## src/rtl/mmio_io_ctrl_pkg.sv

```systemverilog
// Shared definitions for the memory-mapped I/O controller.
// Holds the default register map, control/status bit positions, the
// register-select encoding used by the bus decoder and a helper that
// assembles a control/status word.
package mmio_io_ctrl_pkg;

    localparam logic [31:0] ADDR_HEX_DEF   = 32'hF000_0000;
    localparam logic [31:0] ADDR_LEDR_DEF  = 32'hF000_0004;
    localparam logic [31:0] ADDR_KEY_DEF   = 32'hF000_0010;
    localparam logic [31:0] ADDR_SW_DEF    = 32'hF000_0014;
    localparam logic [31:0] ADDR_KCTRL_DEF = 32'hF000_0110;
    localparam logic [31:0] ADDR_SCTRL_DEF = 32'hF000_0114;

    localparam int CTRL_READY_BIT   = 0;
    localparam int CTRL_OVERRUN_BIT = 2;
    localparam int CTRL_IE_BIT      = 8;

    typedef enum logic [2:0] {
        SEL_NONE  = 3'd0,
        SEL_HEX   = 3'd1,
        SEL_LEDR  = 3'd2,
        SEL_KEY   = 3'd3,
        SEL_SW    = 3'd4,
        SEL_KCTRL = 3'd5,
        SEL_SCTRL = 3'd6
    } reg_sel_e;

    // Control/status word: READY, OVERRUN and IE in place, all other bits zero.
    function automatic logic [31:0] ctrl_word(input logic ready,
                                              input logic overrun,
                                              input logic ie);
        logic [31:0] w;
        w                   = 32'h0000_0000;
        w[CTRL_READY_BIT]   = ready;
        w[CTRL_OVERRUN_BIT] = overrun;
        w[CTRL_IE_BIT]      = ie;
        return w;
    endfunction

endpackage

```

## src/rtl/mmio_io_ctrl_if.sv

```systemverilog
// Data-memory-side bus between the processor and the I/O controller.
//   addr/wr_en/rd_en/wr_data : driven by the processor (master)
//   rd_data/io_hit           : driven by the controller (slave), combinational
interface mmio_io_ctrl_if #(
    parameter int DBITS = 32
) ();

    logic [DBITS-1:0] addr;
    logic             wr_en;
    logic             rd_en;
    logic [DBITS-1:0] wr_data;
    logic [DBITS-1:0] rd_data;
    logic             io_hit;

    modport master (
        output addr, wr_en, rd_en, wr_data,
        input  rd_data, io_hit
    );

    modport slave (
        input  addr, wr_en, rd_en, wr_data,
        output rd_data, io_hit
    );

endinterface

```

## src/rtl/mmio_io_ctrl_input_debouncer.sv

```systemverilog
// Two-flop synchroniser followed by an independent debounce counter per bit.
//   clk, reset_n : clock, asynchronous active-low reset
//   din          : raw asynchronous inputs (already polarity-corrected)
//   dout         : debounced vector (registered)
//   change       : high in the cycle at whose end any dout bit flips
// A bit's counter runs while the synchronised value differs from the
// debounced value; once it has sat at DEBOUNCE_CYCLES-1 the debounced bit
// takes the new value, giving 2 + DEBOUNCE_CYCLES cycles from a stable edge.
module input_debouncer #(
    parameter int WIDTH           = 4,
    parameter int DEBOUNCE_CYCLES = 16
) (
    input  logic             clk,
    input  logic             reset_n,
    input  logic [WIDTH-1:0] din,
    output logic [WIDTH-1:0] dout,
    output logic             change
);

    localparam int            CW       = (DEBOUNCE_CYCLES > 2) ? $clog2(DEBOUNCE_CYCLES) : 1;
    localparam logic [CW-1:0] CNT_LAST = CW'(DEBOUNCE_CYCLES - 1);

    logic [WIDTH-1:0] sync1_r;
    logic [WIDTH-1:0] sync2_r;
    logic [WIDTH-1:0] deb_r;
    logic [WIDTH-1:0] flip_s;
    logic [CW-1:0]    cnt_r [WIDTH];

    // Bits whose debounced value flips on the coming edge.
    always_comb begin
        flip_s = {WIDTH{1'b0}};
        for (int i = 0; i < WIDTH; i++) begin
            if ((sync2_r[i] != deb_r[i]) && (cnt_r[i] == CNT_LAST)) begin
                flip_s[i] = 1'b1;
            end else begin
                flip_s[i] = 1'b0;
            end
        end
    end

    // Two-stage metastability synchroniser.
    always_ff @(posedge clk or negedge reset_n) begin
        if (!reset_n) begin
            sync1_r <= {WIDTH{1'b0}};
            sync2_r <= {WIDTH{1'b0}};
        end else begin
            sync1_r <= din;
            sync2_r <= sync1_r;
        end
    end

    // Per-bit stability counters and debounced values.
    always_ff @(posedge clk or negedge reset_n) begin
        if (!reset_n) begin
            deb_r <= {WIDTH{1'b0}};
            for (int i = 0; i < WIDTH; i++) begin
                cnt_r[i] <= {CW{1'b0}};
            end
        end else begin
            for (int i = 0; i < WIDTH; i++) begin
                if (sync2_r[i] == deb_r[i]) begin
                    cnt_r[i] <= {CW{1'b0}};
                end else if (flip_s[i]) begin
                    cnt_r[i] <= {CW{1'b0}};
                    deb_r[i] <= sync2_r[i];
                end else begin
                    cnt_r[i] <= cnt_r[i] + {{(CW-1){1'b0}}, 1'b1};
                end
            end
        end
    end

    assign dout   = deb_r;
    // Decoded straight from registered state so status can be set on the
    // same edge the debounced value changes.
    assign change = |flip_s;

endmodule

```

## src/rtl/mmio_io_ctrl.sv

```systemverilog
// Memory-mapped I/O controller on the data-memory bus.
//   clk, reset_n : system clock, asynchronous active-low reset
//   bus          : slave side of the data bus (addr, wr_en, rd_en, wr_data
//                  in; rd_data, io_hit out, both combinational)
//   key_raw      : board keys, 0 = pressed
//   sw_raw       : board switches
//   ledr         : red LED drive (registered)
//   hex_digits   : hex digit nibbles, digit 0 in the LSBs (registered)
//   intr         : registered interrupt request
// KEY and SW are debounced; each group has a sticky READY (set on any
// debounced change, cleared by a load of the data register), a sticky
// OVERRUN (change while READY is still pending) and an interrupt enable.
module mmio_io_ctrl
    import mmio_io_ctrl_pkg::*;
#(
    parameter int               DBITS           = 32,
    parameter int               N_KEYS          = 4,
    parameter int               N_SW            = 10,
    parameter int               N_LEDR          = 10,
    parameter int               N_HEX           = 4,
    parameter int               DEBOUNCE_CYCLES = 16,
    parameter logic [DBITS-1:0] ADDR_HEX        = DBITS'(ADDR_HEX_DEF),
    parameter logic [DBITS-1:0] ADDR_LEDR       = DBITS'(ADDR_LEDR_DEF),
    parameter logic [DBITS-1:0] ADDR_KEY        = DBITS'(ADDR_KEY_DEF),
    parameter logic [DBITS-1:0] ADDR_SW         = DBITS'(ADDR_SW_DEF),
    parameter logic [DBITS-1:0] ADDR_KCTRL      = DBITS'(ADDR_KCTRL_DEF),
    parameter logic [DBITS-1:0] ADDR_SCTRL      = DBITS'(ADDR_SCTRL_DEF)
) (
    input  logic               clk,
    input  logic               reset_n,
    mmio_io_ctrl_if.slave      bus,
    input  logic [N_KEYS-1:0]  key_raw,
    input  logic [N_SW-1:0]    sw_raw,
    output logic [N_LEDR-1:0]  ledr,
    output logic [N_HEX*4-1:0] hex_digits,
    output logic               intr
);

    reg_sel_e            sel_s;
    logic [N_KEYS-1:0]   key_deb_s;
    logic [N_SW-1:0]     sw_deb_s;
    logic                key_chg_s;
    logic                sw_chg_s;
    logic                key_rd_s;
    logic                sw_rd_s;
    logic                kctrl_wr_s;
    logic                sctrl_wr_s;

    logic [N_HEX*4-1:0]  hex_r;
    logic [N_LEDR-1:0]   ledr_r;
    logic                k_ready_r;
    logic                k_ovr_r;
    logic                k_ie_r;
    logic                s_ready_r;
    logic                s_ovr_r;
    logic                s_ie_r;
    logic                intr_r;

    // Store data bits above the widest register field are intentionally dropped.
    logic                unused_wr_data_s;
    assign unused_wr_data_s = ^bus.wr_data;

    input_debouncer #(
        .WIDTH           (N_KEYS),
        .DEBOUNCE_CYCLES (DEBOUNCE_CYCLES)
    ) u_key_deb (
        .clk     (clk),
        .reset_n (reset_n),
        .din     (~key_raw),
        .dout    (key_deb_s),
        .change  (key_chg_s)
    );

    input_debouncer #(
        .WIDTH           (N_SW),
        .DEBOUNCE_CYCLES (DEBOUNCE_CYCLES)
    ) u_sw_deb (
        .clk     (clk),
        .reset_n (reset_n),
        .din     (sw_raw),
        .dout    (sw_deb_s),
        .change  (sw_chg_s)
    );

    // Address decode into a register select.
    always_comb begin
        case (bus.addr)
            ADDR_HEX:   sel_s = SEL_HEX;
            ADDR_LEDR:  sel_s = SEL_LEDR;
            ADDR_KEY:   sel_s = SEL_KEY;
            ADDR_SW:    sel_s = SEL_SW;
            ADDR_KCTRL: sel_s = SEL_KCTRL;
            ADDR_SCTRL: sel_s = SEL_SCTRL;
            default:    sel_s = SEL_NONE;
        endcase
    end

    assign bus.io_hit = (sel_s != SEL_NONE);
    assign key_rd_s   = bus.rd_en && (sel_s == SEL_KEY);
    assign sw_rd_s    = bus.rd_en && (sel_s == SEL_SW);
    assign kctrl_wr_s = bus.wr_en && (sel_s == SEL_KCTRL);
    assign sctrl_wr_s = bus.wr_en && (sel_s == SEL_SCTRL);

    // Combinational read mux; unmapped addresses read as zero.
    always_comb begin
        case (sel_s)
            SEL_HEX:   bus.rd_data = DBITS'(hex_r);
            SEL_LEDR:  bus.rd_data = DBITS'(ledr_r);
            SEL_KEY:   bus.rd_data = DBITS'(key_deb_s);
            SEL_SW:    bus.rd_data = DBITS'(sw_deb_s);
            SEL_KCTRL: bus.rd_data = DBITS'(ctrl_word(k_ready_r, k_ovr_r, k_ie_r));
            SEL_SCTRL: bus.rd_data = DBITS'(ctrl_word(s_ready_r, s_ovr_r, s_ie_r));
            default:   bus.rd_data = {DBITS{1'b0}};
        endcase
    end

    // Output data registers loaded by stores.
    always_ff @(posedge clk or negedge reset_n) begin
        if (!reset_n) begin
            hex_r  <= {(N_HEX*4){1'b0}};
            ledr_r <= {N_LEDR{1'b0}};
        end else begin
            if (bus.wr_en && (sel_s == SEL_HEX)) begin
                hex_r <= bus.wr_data[N_HEX*4-1:0];
            end
            if (bus.wr_en && (sel_s == SEL_LEDR)) begin
                ledr_r <= bus.wr_data[N_LEDR-1:0];
            end
        end
    end

    // KEY and SW status. A change event beats a same-cycle data read, and
    // OVERRUN only counts a change that finds an unconsumed READY.
    always_ff @(posedge clk or negedge reset_n) begin
        if (!reset_n) begin
            k_ready_r <= 1'b0;
            k_ovr_r   <= 1'b0;
            k_ie_r    <= 1'b0;
            s_ready_r <= 1'b0;
            s_ovr_r   <= 1'b0;
            s_ie_r    <= 1'b0;
        end else begin
            if (key_chg_s) begin
                k_ready_r <= 1'b1;
            end else if (key_rd_s) begin
                k_ready_r <= 1'b0;
            end
            if (key_chg_s && k_ready_r && !key_rd_s) begin
                k_ovr_r <= 1'b1;
            end else if (kctrl_wr_s && !bus.wr_data[CTRL_OVERRUN_BIT]) begin
                k_ovr_r <= 1'b0;
            end
            if (kctrl_wr_s) begin
                k_ie_r <= bus.wr_data[CTRL_IE_BIT];
            end

            if (sw_chg_s) begin
                s_ready_r <= 1'b1;
            end else if (sw_rd_s) begin
                s_ready_r <= 1'b0;
            end
            if (sw_chg_s && s_ready_r && !sw_rd_s) begin
                s_ovr_r <= 1'b1;
            end else if (sctrl_wr_s && !bus.wr_data[CTRL_OVERRUN_BIT]) begin
                s_ovr_r <= 1'b0;
            end
            if (sctrl_wr_s) begin
                s_ie_r <= bus.wr_data[CTRL_IE_BIT];
            end
        end
    end

    // Interrupt follows the status bits with one cycle of delay.
    always_ff @(posedge clk or negedge reset_n) begin
        if (!reset_n) begin
            intr_r <= 1'b0;
        end else begin
            intr_r <= (k_ready_r & k_ie_r) | (s_ready_r & s_ie_r);
        end
    end

    assign ledr       = ledr_r;
    assign hex_digits = hex_r;
    assign intr       = intr_r;

endmodule

```

## src/flat_wrapper.sv

```systemverilog
// flat-port wrapper written by rule: the top's interface ports become plain ports
module mmio_io_ctrl_flat import mmio_io_ctrl_pkg::*;
#(
    parameter int               DBITS           = 32,
    parameter int               N_KEYS          = 4,
    parameter int               N_SW            = 10,
    parameter int               N_LEDR          = 10,
    parameter int               N_HEX           = 4,
    parameter int               DEBOUNCE_CYCLES = 16,
    parameter logic [DBITS-1:0] ADDR_HEX        = DBITS'(ADDR_HEX_DEF),
    parameter logic [DBITS-1:0] ADDR_LEDR       = DBITS'(ADDR_LEDR_DEF),
    parameter logic [DBITS-1:0] ADDR_KEY        = DBITS'(ADDR_KEY_DEF),
    parameter logic [DBITS-1:0] ADDR_SW         = DBITS'(ADDR_SW_DEF),
    parameter logic [DBITS-1:0] ADDR_KCTRL      = DBITS'(ADDR_KCTRL_DEF),
    parameter logic [DBITS-1:0] ADDR_SCTRL      = DBITS'(ADDR_SCTRL_DEF)
)
  (clk, reset_n, key_raw, sw_raw, ledr, hex_digits, intr, bus_addr, bus_wr_en, bus_rd_en, bus_wr_data, bus_rd_data, bus_io_hit);
  mmio_io_ctrl_if #(.DBITS(DBITS)) bus_i ();
  input  logic clk;
  input  logic reset_n;
  input  logic [N_KEYS-1:0] key_raw;
  input  logic [N_SW-1:0] sw_raw;
  output logic [N_LEDR-1:0] ledr;
  output logic [N_HEX*4-1:0] hex_digits;
  output logic intr;
  input wire logic [$bits(bus_i.addr)-1:0] bus_addr;
  input wire logic [$bits(bus_i.wr_en)-1:0] bus_wr_en;
  input wire logic [$bits(bus_i.rd_en)-1:0] bus_rd_en;
  input wire logic [$bits(bus_i.wr_data)-1:0] bus_wr_data;
  output wire logic [$bits(bus_i.rd_data)-1:0] bus_rd_data;
  output wire logic [$bits(bus_i.io_hit)-1:0] bus_io_hit;
  assign bus_i.addr = bus_addr;
  assign bus_i.wr_en = bus_wr_en;
  assign bus_i.rd_en = bus_rd_en;
  assign bus_i.wr_data = bus_wr_data;
  assign bus_rd_data = bus_i.rd_data;
  assign bus_io_hit = bus_i.io_hit;
  mmio_io_ctrl #(.DBITS(DBITS), .N_KEYS(N_KEYS), .N_SW(N_SW), .N_LEDR(N_LEDR), .N_HEX(N_HEX), .DEBOUNCE_CYCLES(DEBOUNCE_CYCLES), .ADDR_HEX(ADDR_HEX), .ADDR_LEDR(ADDR_LEDR), .ADDR_KEY(ADDR_KEY), .ADDR_SW(ADDR_SW), .ADDR_KCTRL(ADDR_KCTRL), .ADDR_SCTRL(ADDR_SCTRL)) u_core (.clk(clk), .reset_n(reset_n), .bus(bus_i), .key_raw(key_raw), .sw_raw(sw_raw), .ledr(ledr), .hex_digits(hex_digits), .intr(intr));
endmodule
```

## config.mk

```make
export PLATFORM = sky130hd
export DESIGN_NAME = mmio_io_ctrl_flat
export DESIGN_NICKNAME = d
export VERILOG_FILES = /design/src/rtl/mmio_io_ctrl_pkg.sv /design/src/rtl/mmio_io_ctrl_if.sv /design/src/rtl/mmio_io_ctrl_input_debouncer.sv /design/src/rtl/mmio_io_ctrl.sv /design/src/flat_wrapper.sv
export SDC_FILE = /design/constraint.sdc
export NUM_CORES = 1
export LEC_CHECK = 0
export BUFFER_PORTS_ARGS = -buffer_cell sky130_fd_sc_hd__buf_2
export CAP_MARGIN = 5
export CORE_ASPECT_RATIO = 1.5
export CORE_MARGIN = 2
export CORE_UTILIZATION = 55
export CTS_BUF_LIST = sky130_fd_sc_hd__clkbuf_16
export DETAILED_ROUTE_END_ITERATION = 7
export MAX_ROUTING_LAYER = met4
export PLACE_DENSITY = 0.88
export REMOVE_ABC_BUFFERS = 1
export SLEW_MARGIN = 20
export SYNTH_ARGS = -nofsm -noshare
export SYNTH_HDL_FRONTEND = slang
export SYNTH_HIERARCHICAL = 1
export SYNTH_SLANG_ARGS = --single-unit
```

## constraint.sdc

```tcl
create_clock -name clk -period 2.75 [get_ports clk]
set_input_delay 0.275 -clock clk [delete_from_list [all_inputs] [get_ports clk]]
set_output_delay 0.275 -clock clk [all_outputs]
set_load 0.01 [all_outputs]
```

==> results of run 1 <==
## final timing paths
kind	endpoint	from
min	u_core/u_key_deb/sync1_r[1]$_DFF_PN0_	key_raw[1]
max	bus_rd_data[11]	bus_addr[8]
max in group asynchronous	u_core/u_sw_deb/sync1_r[9]$_DFF_PN0_	reset_n
max reg2reg	u_core/s_ready_r$_DFFE_PN0P_	u_core/u_sw_deb/cnt_r[4]$_DFF_PN0_
min reg2reg	u_core/u_sw_deb/sync2_r[1]$_DFF_PN0_	u_core/u_sw_deb/sync1_r[1]$_DFF_PN0_
min in group asynchronous	u_core/ledr[0]$_DFFE_PN0P_	reset_n
## kinds of logic after synthesis
logic type / share of synthesized area, %
AO/OA/AOI/OAI: 7.77
AND/OR/NAND/NOR: 14.0
buffers and inverters: 3.77
flip-flops: 54.9
multiplexers: 11.3
other: 0.0628
XOR/XNOR: 5.24
adder cells (fa/ha/maj): 2.93
## power by group through the flow
stage	Combinational (mW)	Sequential (mW)	Clock [mW]
final	0.298	2.07	2.18
after global routing	0.335	2.08	2.30
after CTS	0.302	2.07	2.21
after detailed placement	0.277	2.10	0
after global placement	0.260	2.09	0
after floorplan	0.139	2.08	0
## synthesized netlist by cell type, types with 12 or more instances
cell / count
dfrtp_1: 131
mux2_2: 22
xnor2_1: 19
nor2_1: 18
a21oi_1: 17
inv_1: 17
nor2b_1: 17
buf_4: 16
ha_1: 14
mux2i_1: 12
nand3_1: 12
nor3b_1: 12
## registers in the layout (all words and copies together), names as in the netlist, 10 cells and up
name,cells
u_core/ledr,10
u_core/u_sw_deb/sync2_r,10
u_core/hex_digits,16
u_core/u_sw_deb/sync1_r,10
u_core/u_sw_deb/cnt_r,40
u_core/u_key_deb/cnt_r,16
u_core/u_sw_deb/dout,10
## what timing repair did
action	in CTS	in global routing
hold buffers	14	0
endpoints found under the hold margin	49	0
buffers inserted	0	0
gates resized for setup	0	0
## routing by layer
layer	global-route usage, %	share of wire (%)
met2	40.6	54
met3	6.28	5.6
met5	-	0
met1	27.5	37
met4	11.4	3.1
## layout make-up
cell class	count	area share (%)
multi-input cells	301	34.3
repair buffers	129	10.1
well taps	144	2.45
clock inverters	14	1.99
flip-flops and latches	131	44.5
clock buffers	17	5.78
inverters	17	0.866
## stage by stage
| stage | worst slack (ps) | total power, mW | utilization (%) | instance area (sq um) |
|---|---|---|---|---|
| after floorplan | 548 | 2.22 | - | 5870 |
| after global placement | 556 | 2.35 | 62.8 | 6650 |
| after detailed placement | 484 | 2.38 | 62.8 | 6650 |
| after CTS | 492 | 4.58 | 69.6 | 7370 |
| after global routing | 274 | 4.72 | 69.6 | 7370 |
| final | 486 | 4.55 | 69.6 | 7370 |
==> results.md, run 1 <==
- The data arrival at the endpoint of the critical path is ~2000 ps.
- In the synthesized netlist, the number of instances is 457.
- The final-report hold violation count is 0.
- After the first detailed-routing iteration, the DRC count stood at approximately 260.
- Setup repair after global routing left no endpoint under its margin.
- The area used by sequential logic in the layout is between 3000 and 4000 sq um.
- In the layout the commonest cells are dfrtp_1, buf_2, mux2_2.
- 142 I/O pins were placed.
- The cell with the most instances on the worst path is buf_2.
- The max-slew violation count is 0.
- The share of the clock period used by the worst path is a little over 80%.
- In this run switching power makes up 22.3% of total power.
- The area of the die is roughly 12,000 sq um.
- Entering global routing, the biggest net connects 96 pins.
- Power spread over the standard cell area amounts to 618 nW/um^2.
- In this run the vertical extent of the chip is 132 um.
- The kind of end point of the critical path is a primary output.
- The final layout contains routed wiring with a total length of 13,200 um.
- Counting tap cells, the placed design contains a total of 708 instances.
- The initial antenna violation count is 0.
- Detailed routing inserted a total of between 4,000 and 5,000 vias.
- The HPWL after detailed placement is approximately 9000 um.
- dfrtp_1 takes more of the synthesized area than any other cell.
- The CTS H-tree depth is 4.
- The antenna diode count is 0.
- The fraction of synthesized cell area taken by the top area cell type is 54.9%.
- In this run, synthesis inferred 0 flip-flops with an integrated enable.
- In this run the clock root is driven by a clkbuf_16.
- The number of buffers and inverters on the critical path is 2.
- The number of clock sinks is around 130.
- The fraction of registers with async set/reset is 100%.
- The number of buffers created by CTS is 17.
- The TritonCTS clock tree is built.
- The layout cell share with drive strength beyond 1 is between 30 and 40%.
- Counting buffers and inverters, the worst setup path is 6 cells deep.
- For this run, the top clock speed supported by timing is between 400 and 500 MHz.
- The row count is 46.
- For the final database, setup skew stands at roughly 6.6 ps.
- Hold is met by approximately 13 ps.
- The number of buffers between clock root and the deepest sink is 2.
- The stage delay of the slowest cell on the critical path is 490 ps.
- The cell family contributing the most delay on the critical path is simple AND/OR/NAND/NOR gates.
- The setup slack of the worst register-to-register path is 1160 ps.
- For this run, design rule violations remaining after detail routing come to 0.
- Yosys printed 6 warnings.
- The average via count per standard cell is between 5 and 6.
- The sequential share of power is 45.5%.
- The area growth from synthesis to layout is 23.3%.
- The run finished with clean final reports.
- The clock network is responsible for 48.0% of the overall power.
- The maximum vdd ir drop is about 0.0005 V.
- The internal power of the cells totals 3.53 mW.
- For the finished layout, the period the worst path requires is roughly 2300 ps.
- The dominant synthesized flop cell is dfrtp_1.
- The sum of negative setup slack is 0 ps.
- For this run, the number of standard cells in the final layout without fillers is 753.
- The synthesized flop and latch total is between 100 and 150.
- The congestion estimate from routability-driven global placement came to about 0.83.
- Each instance of the synthesized netlist takes up on average about 13 sq um.
- The worst-path maximum fanout is 12.
- The area occupied by multi-input gates is 2530 sq um.
- The netlist area before placement is 5970 sq um.
- The average routed wire per standard cell is 17.6 um.
- Clock-pin slew was measured on the worst setup and hold paths at about 50 ps.
- The leakage power is around 3.6 nW.
- In the final design database the tool counted roughly 690 nets.
- At the worst endpoint, the required time is around 2500 ps.
- The total congestion overflow is 0.
- Traced cell by cell, the critical path runs through buf_2 -> nor4_2 -> nand4_2 -> or2_2 -> nor3b_1 -> buf_2.
- STA classifies the critical path startpoint as an input pin.
- The setup path with the least slack is of type input pin to primary output.
- The port buffer count is around 110.
- The commonest non-fill, non-tap cell in the layout is dfrtp_1.
- The width of the chip is approximately 89 um.
- Counting the fill cells in the layout gives between 700 and 800.
- The antenna violation net count after detailed routing is 0.
- The overall global routing resource usage is 24.7%.
- The first global-routing pass estimated between 20,000 and 25,000 um of wire.
- The number of global-route vias before repair was 4,481.
- After synthesis, the cell types taking the most area are dfrtp_1, mux2_2, ha_1.
- Across the run, the number of max-cap violations was 0.
- The net switching power figure is roughly 1.0 mW.
- The first detailed-routing pass ran for 4 iterations.
- The slowest stage of the critical path is the or2_2 cell.
- The combinational fraction of design power is ~6.5%.
- The path class of the lowest-slack min-delay path is input pin to flop.
- The setup-violating endpoint count in the final report is 0.
- The core region is 10,600 sq um.
- Clock latency on the worst-skew pair, taken at its later pin, is about 410 ps.
- The number of cells on the worst reg-to-reg path is 6.
- The starting utilization of the core area is between 50% and 60%.
- The share of the yosys chip area belonging to registers is approximately 55%.
- The distinct cell type count after synthesis is 55.
- The worst hold path was traced through 2 stages.
Note: power is estimated with default switching activity, not from simulation.
==> inputs of run 2 (changes only) <==
--- a/config.mk
+++ b/config.mk
@@ -5,15 +5,16 @@
 export SDC_FILE = /design/constraint.sdc
 export NUM_CORES = 1
 export LEC_CHECK = 0
+export ABC_AREA = 1
 export BUFFER_PORTS_ARGS = -buffer_cell sky130_fd_sc_hd__buf_2
 export CAP_MARGIN = 5
 export CORE_ASPECT_RATIO = 1.5
 export CORE_MARGIN = 2
-export CORE_UTILIZATION = 55
+export CORE_UTILIZATION = 49
 export CTS_BUF_LIST = sky130_fd_sc_hd__clkbuf_16
 export DETAILED_ROUTE_END_ITERATION = 7
 export MAX_ROUTING_LAYER = met4
-export PLACE_DENSITY = 0.88
+export PLACE_DENSITY = 0.83
 export REMOVE_ABC_BUFFERS = 1
 export SLEW_MARGIN = 20
 export SYNTH_ARGS = -nofsm -noshare
==> constraint.sdc (replaced) <==
create_clock -name clk -period 1.9 [get_ports clk]
set_input_delay 0.19 -clock clk [delete_from_list [all_inputs] [get_ports clk]]
set_output_delay 0.19 -clock clk [all_outputs]
set_load 0.01 [all_outputs]
==> run 2 against run 1 <==
Register-to-register slack got worse by 790 ps. Core utilization is 4.8 points lower. Total power is 54% higher. Sequential cell count unchanged. Sequential share of layout area fell by 2.6 points. Clock skew is essentially flat. Critical path type unchanged. Synthesized area increased by 2.0%.
==> results.md, run 2 <==
- In this run the clock root is driven by a clkbuf_16.
- The number of buffers created by CTS is 17 (unchanged).
- After synthesis, the most frequently instantiated cells are nand2_1, dfrtp_1, inv_1.
- The top cell types in the final layout, fill and taps aside, are nand2_1, dfrtp_1, inv_1.
- The worst hold margin is 20.7 ps (+7.38 ps).
- The commonest non-fill, non-tap cell in the layout is nand2_1.
- The total number of nets in the final design came to 969 (+40%).
- The first-pass detailed-route iteration total is 4 (unchanged).
- The setup-violating endpoint count in the final report is 0 (unchanged).
- The most common cell in the synthesized netlist is nand2_1.
- The number of remaining DRC errors is 0 (unchanged).
- The distinct cell type count after synthesis came to 31 (-44%).
- The initial antenna violation count is 0 (unchanged).
- The overall die height is 141 um (+6.8%).
- The post-detailed-placement half-perimeter wirelength came to 9450 um (+4.9%).
- The final critical delay including setup and external delays is 1780 ps.
- The count of flip-flops with a built-in enable after synthesis is 0 (unchanged).
- The data arrival at the endpoint of the critical path is 1590 ps (-400 ps).
- The fraction of registers with async set/reset is 100% (unchanged).
- The antenna violation net count after detailed routing is 0 (unchanged).
- More flip-flops sit in one register than any other, and that register is u_core/u_sw_deb/cnt_r.
- The area of the placeable core was 12,100 sq um (+14%).
- The clock slew at the register clock pins of the worst setup and hold paths came to 60 ps (about the same).
- The met2 track demand over resource came to 39.3% (-1.3 points).
- The mean instance size in the synthesized netlist was 8.52 sq um (-35%).
- The area of the die came to 13,400 sq um (+14%).
- The dominant synthesized flop cell is dfrtp_1.
- The pin count of the biggest net entering global routing is 36 (-63%).
- The met1 demand-to-capacity share in global routing came to 23.6% (-4.0 points).
- The worst setup path startpoint is bus_addr[5].
- The overall routed net length is 13,800 um (+4.4%).
- The critical path in this run is classified as input pin to primary output.
- The relative area change from synthesis to final layout is 28.3%.
- The row count is 49 (+6.5%).
- The setup slack of the worst register-to-register path was 370 ps (-790 ps).
- The starting utilization of the core area is 50.5% (-6.0 points).
- The maximum vdd ir drop is 0.000638 V (+27%).
- The fraction of synthesized cell area taken by the top area cell type is 53.8% (-1.1 points).
- The data required time of the worst path came to 1710 ps (-770 ps).
- The layout cell share with drive strength beyond 1 is 21.9% (-11 points).
- Yosys attributes the largest share of cell area to dfrtp_1, nand2_1, inv_1.
- The number of violations reported at the end of detailed-routing iteration 0 is 317 (+24%).
- For this run, the top clock speed supported by timing is 561 MHz.
- The number of cells on the worst reg-to-reg path is 9 (+3).
- STA classifies the critical path endpoint as a primary output.
- The average routed wire per standard cell came to 13.3 um (-24%).
- The path class of the lowest-slack min-delay path is input pin to flop.
- The layer flagged by global routing as most heavily used is met2.
- The number of global-route vias before repair is 5,005 (+12%).
- The overall global routing resource usage is 22.5% (-2.2 points).
- The share of the yosys chip area belonging to registers is 53.8% (-1.1 points).
- The worst register-to-register path ends at u_core/s_ovr_r$_DFFE_PN0P_.
- The number of buffers between clock root and the deepest sink is 2 (unchanged).
- The flow ran to the end, and the final reports show no timing, DRC or antenna violations.
- The number of clock sinks is 131 (unchanged).
- The filler-free cell count of the finished design is 1,039 (+38%).
- The global routing met3 resource utilization is 5.40% (-0.88 points).
- The number of cells in the design after placement was 981 (+39%).
- The width of the chip is 95.1 um (+6.7%).
- The sum of negative setup slack is 0 ps (unchanged).
- In this run the tightest slew margin relative to its limit is between 60 and 70%.
- The max-slew violation count was 0 (unchanged).
- The count of synthesis-stage warnings from yosys is 6 (unchanged).
- The slack of the critical path came to 116 ps (-369 ps).
- The synthesized flop and latch total is 131 (unchanged).
- The worst-path maximum fanout came to 4 (-8).
- The max-capacitance violation count is 0 (unchanged).
- The clock insertion delay at the later pin of the skew report is 410 ps (about the same).
- The end point of the most critical hold path is u_core/ledr[4]$_DFFE_PN0P_.
- The number of flip-flops under the largest register name is 40 (unchanged).
- The worst hold path stage count came to 2 (unchanged).
- The final clock skew was 6.46 ps (-0.151 ps).
- The final-report hold violation count is 0 (unchanged).
- The number of top-level pins was 142 (unchanged).
- The gate count of the mapped netlist came to 715 (+56%).
- The actual transition at the worst max-transition pin is about 510 ps.
- The worst hold path begins at bus_wr_data[4].
- The power density over the cells was 894 nW/um^2 (+45%).
- The total congestion overflow came to 0 (unchanged).
- The launching element type of the critical path is an input pin.
- The average via count per standard cell is 4.88 (-13%).
- The TritonCTS clock tree is built.
- The antenna diode count came to 0 (unchanged).
- The pre-CTS setup slack is 101 ps (-383 ps).
- The first-pass GRT wire length is 22,400 um (+4.3%).
- The port buffer count was 109 (unchanged).
- The worst path uses between 90% and 100% of the clock period.
- The leakage power is 4.16 nW (+17%).
- The utilization of the core after routing was 64.7% (-4.8 points).
- The total number of vias is 5,074 (+20%).
- The last weighted congestion value of the routability-driven placer came to 0.823 (-1.3%).
- The netlist area before placement is 6090 sq um (+2.0%).
- The CTS H-tree depth is 4 (unchanged).
- The biggest area contributor in the post-synthesis netlist is dfrtp_1.
- The worst register-to-register path begins at u_core/u_sw_deb/cnt_r[12]$_DFF_PN0_.
run 2: cell types whose count changed after synthesis, sizes merged, moves of 10 or more:
cell and change:
o21ai +41, xor2 +11, nor2b -17, inv +96, nand2 +171, nor3b -12, mux2 -33, nand3 +29
nor2 +80, xnor2 -26, a311oi -10, a21oi -11, mux2i -12
run 2: layout make-up:
cell class | instances | area, sq um
Clock inverter | 15 | 238
Timing Repair Buffer | 148 | 943
Sequential cell | 131 | 3280
Inverter | 114 | 428
Clock buffer | 17 | 425
Tap cell | 153 | 191
Multi-Input combinational cell | 461 | 2310
Fill cell | 973 | 4260
run 2: logic make-up (layout without fill, tap and decap cells):
| logic type | after synthesis | after routing | share of synthesized area, % |
|---|---|---|---|
| AO/OA/AOI/OAI | 68 | 68 | 6.02 |
| XOR/XNOR | 13 | 13 | 2.11 |
| adder cells (fa/ha/maj) | 14 | 14 | 2.87 |
| buffers and inverters | 138 | 294 | 9.71 |
| flip-flops | 131 | 131 | 53.8 |
| multiplexers | 9 | 9 | 2.16 |
| other | 1 | 16 | 0.0615 |
| AND/OR/NAND/NOR | 341 | 341 | 23.3 |
run 2: metrics by stage:
| stage | instance area, sq um | power (mW) |
|---|---|---|
| 3_3_place_gp | 6860 | 3.34 |
| 2_1_floorplan | 5990 | 3.16 |
| 6_report | 7820 | 6.99 |
| 5_1_grt | 7820 | 7.25 |
| 3_5_place_dp | 6860 | 3.36 |
| 4_1_cts | 7750 | 7.07 |
run 2: metal layers:
layer / vias to the layer above / part of all wire (%)
met3: 34 / 5.6
li1: 2497 / -
met4: 0 / 3.1
met2: 149 / 53
met1: 2394 / 38
met5: - / 0
run 2: how the worst max path moves through the flow:
stage	endpoint	slack, ps	cells past startpoint
final	bus_rd_data[3]	120	13
after global routing	bus_rd_data[3]	-30	13
after global placement	bus_rd_data[3]	100	13
after CTS	bus_rd_data[15]	90	13
after floorplan	u_core/hex_digits[0]$_DFFE_PN0P_	110	6
after detailed placement	bus_rd_data[13]	100	13
run 2: worst max-delay path, stage by stage:
cell	delay, ps
buf_2	110
inv_1	70
nand2_1	60
nor2_2	120
nand2_1	100
nor2_2	170
nand2_2	100
nand2_1	100
nor2_2	60
buf_4	160
nand3_1	80
nand4_1	120
buf_2	170
run 2: power breakdown:
group	switching (mW)	internal, mW
clock	1.19	2.45
combinational	0.214	0.173
sequential	0.0715	2.89
total	1.47	5.52
run 2: timing repair:
item / in CTS / in global routing
endpoints found under the setup margin: 0 / 16
endpoints found under the hold margin: 54 / 0
hold buffers: 23 / 0
gates resized for setup: 0 / 15
buffers inserted: 0 / 3
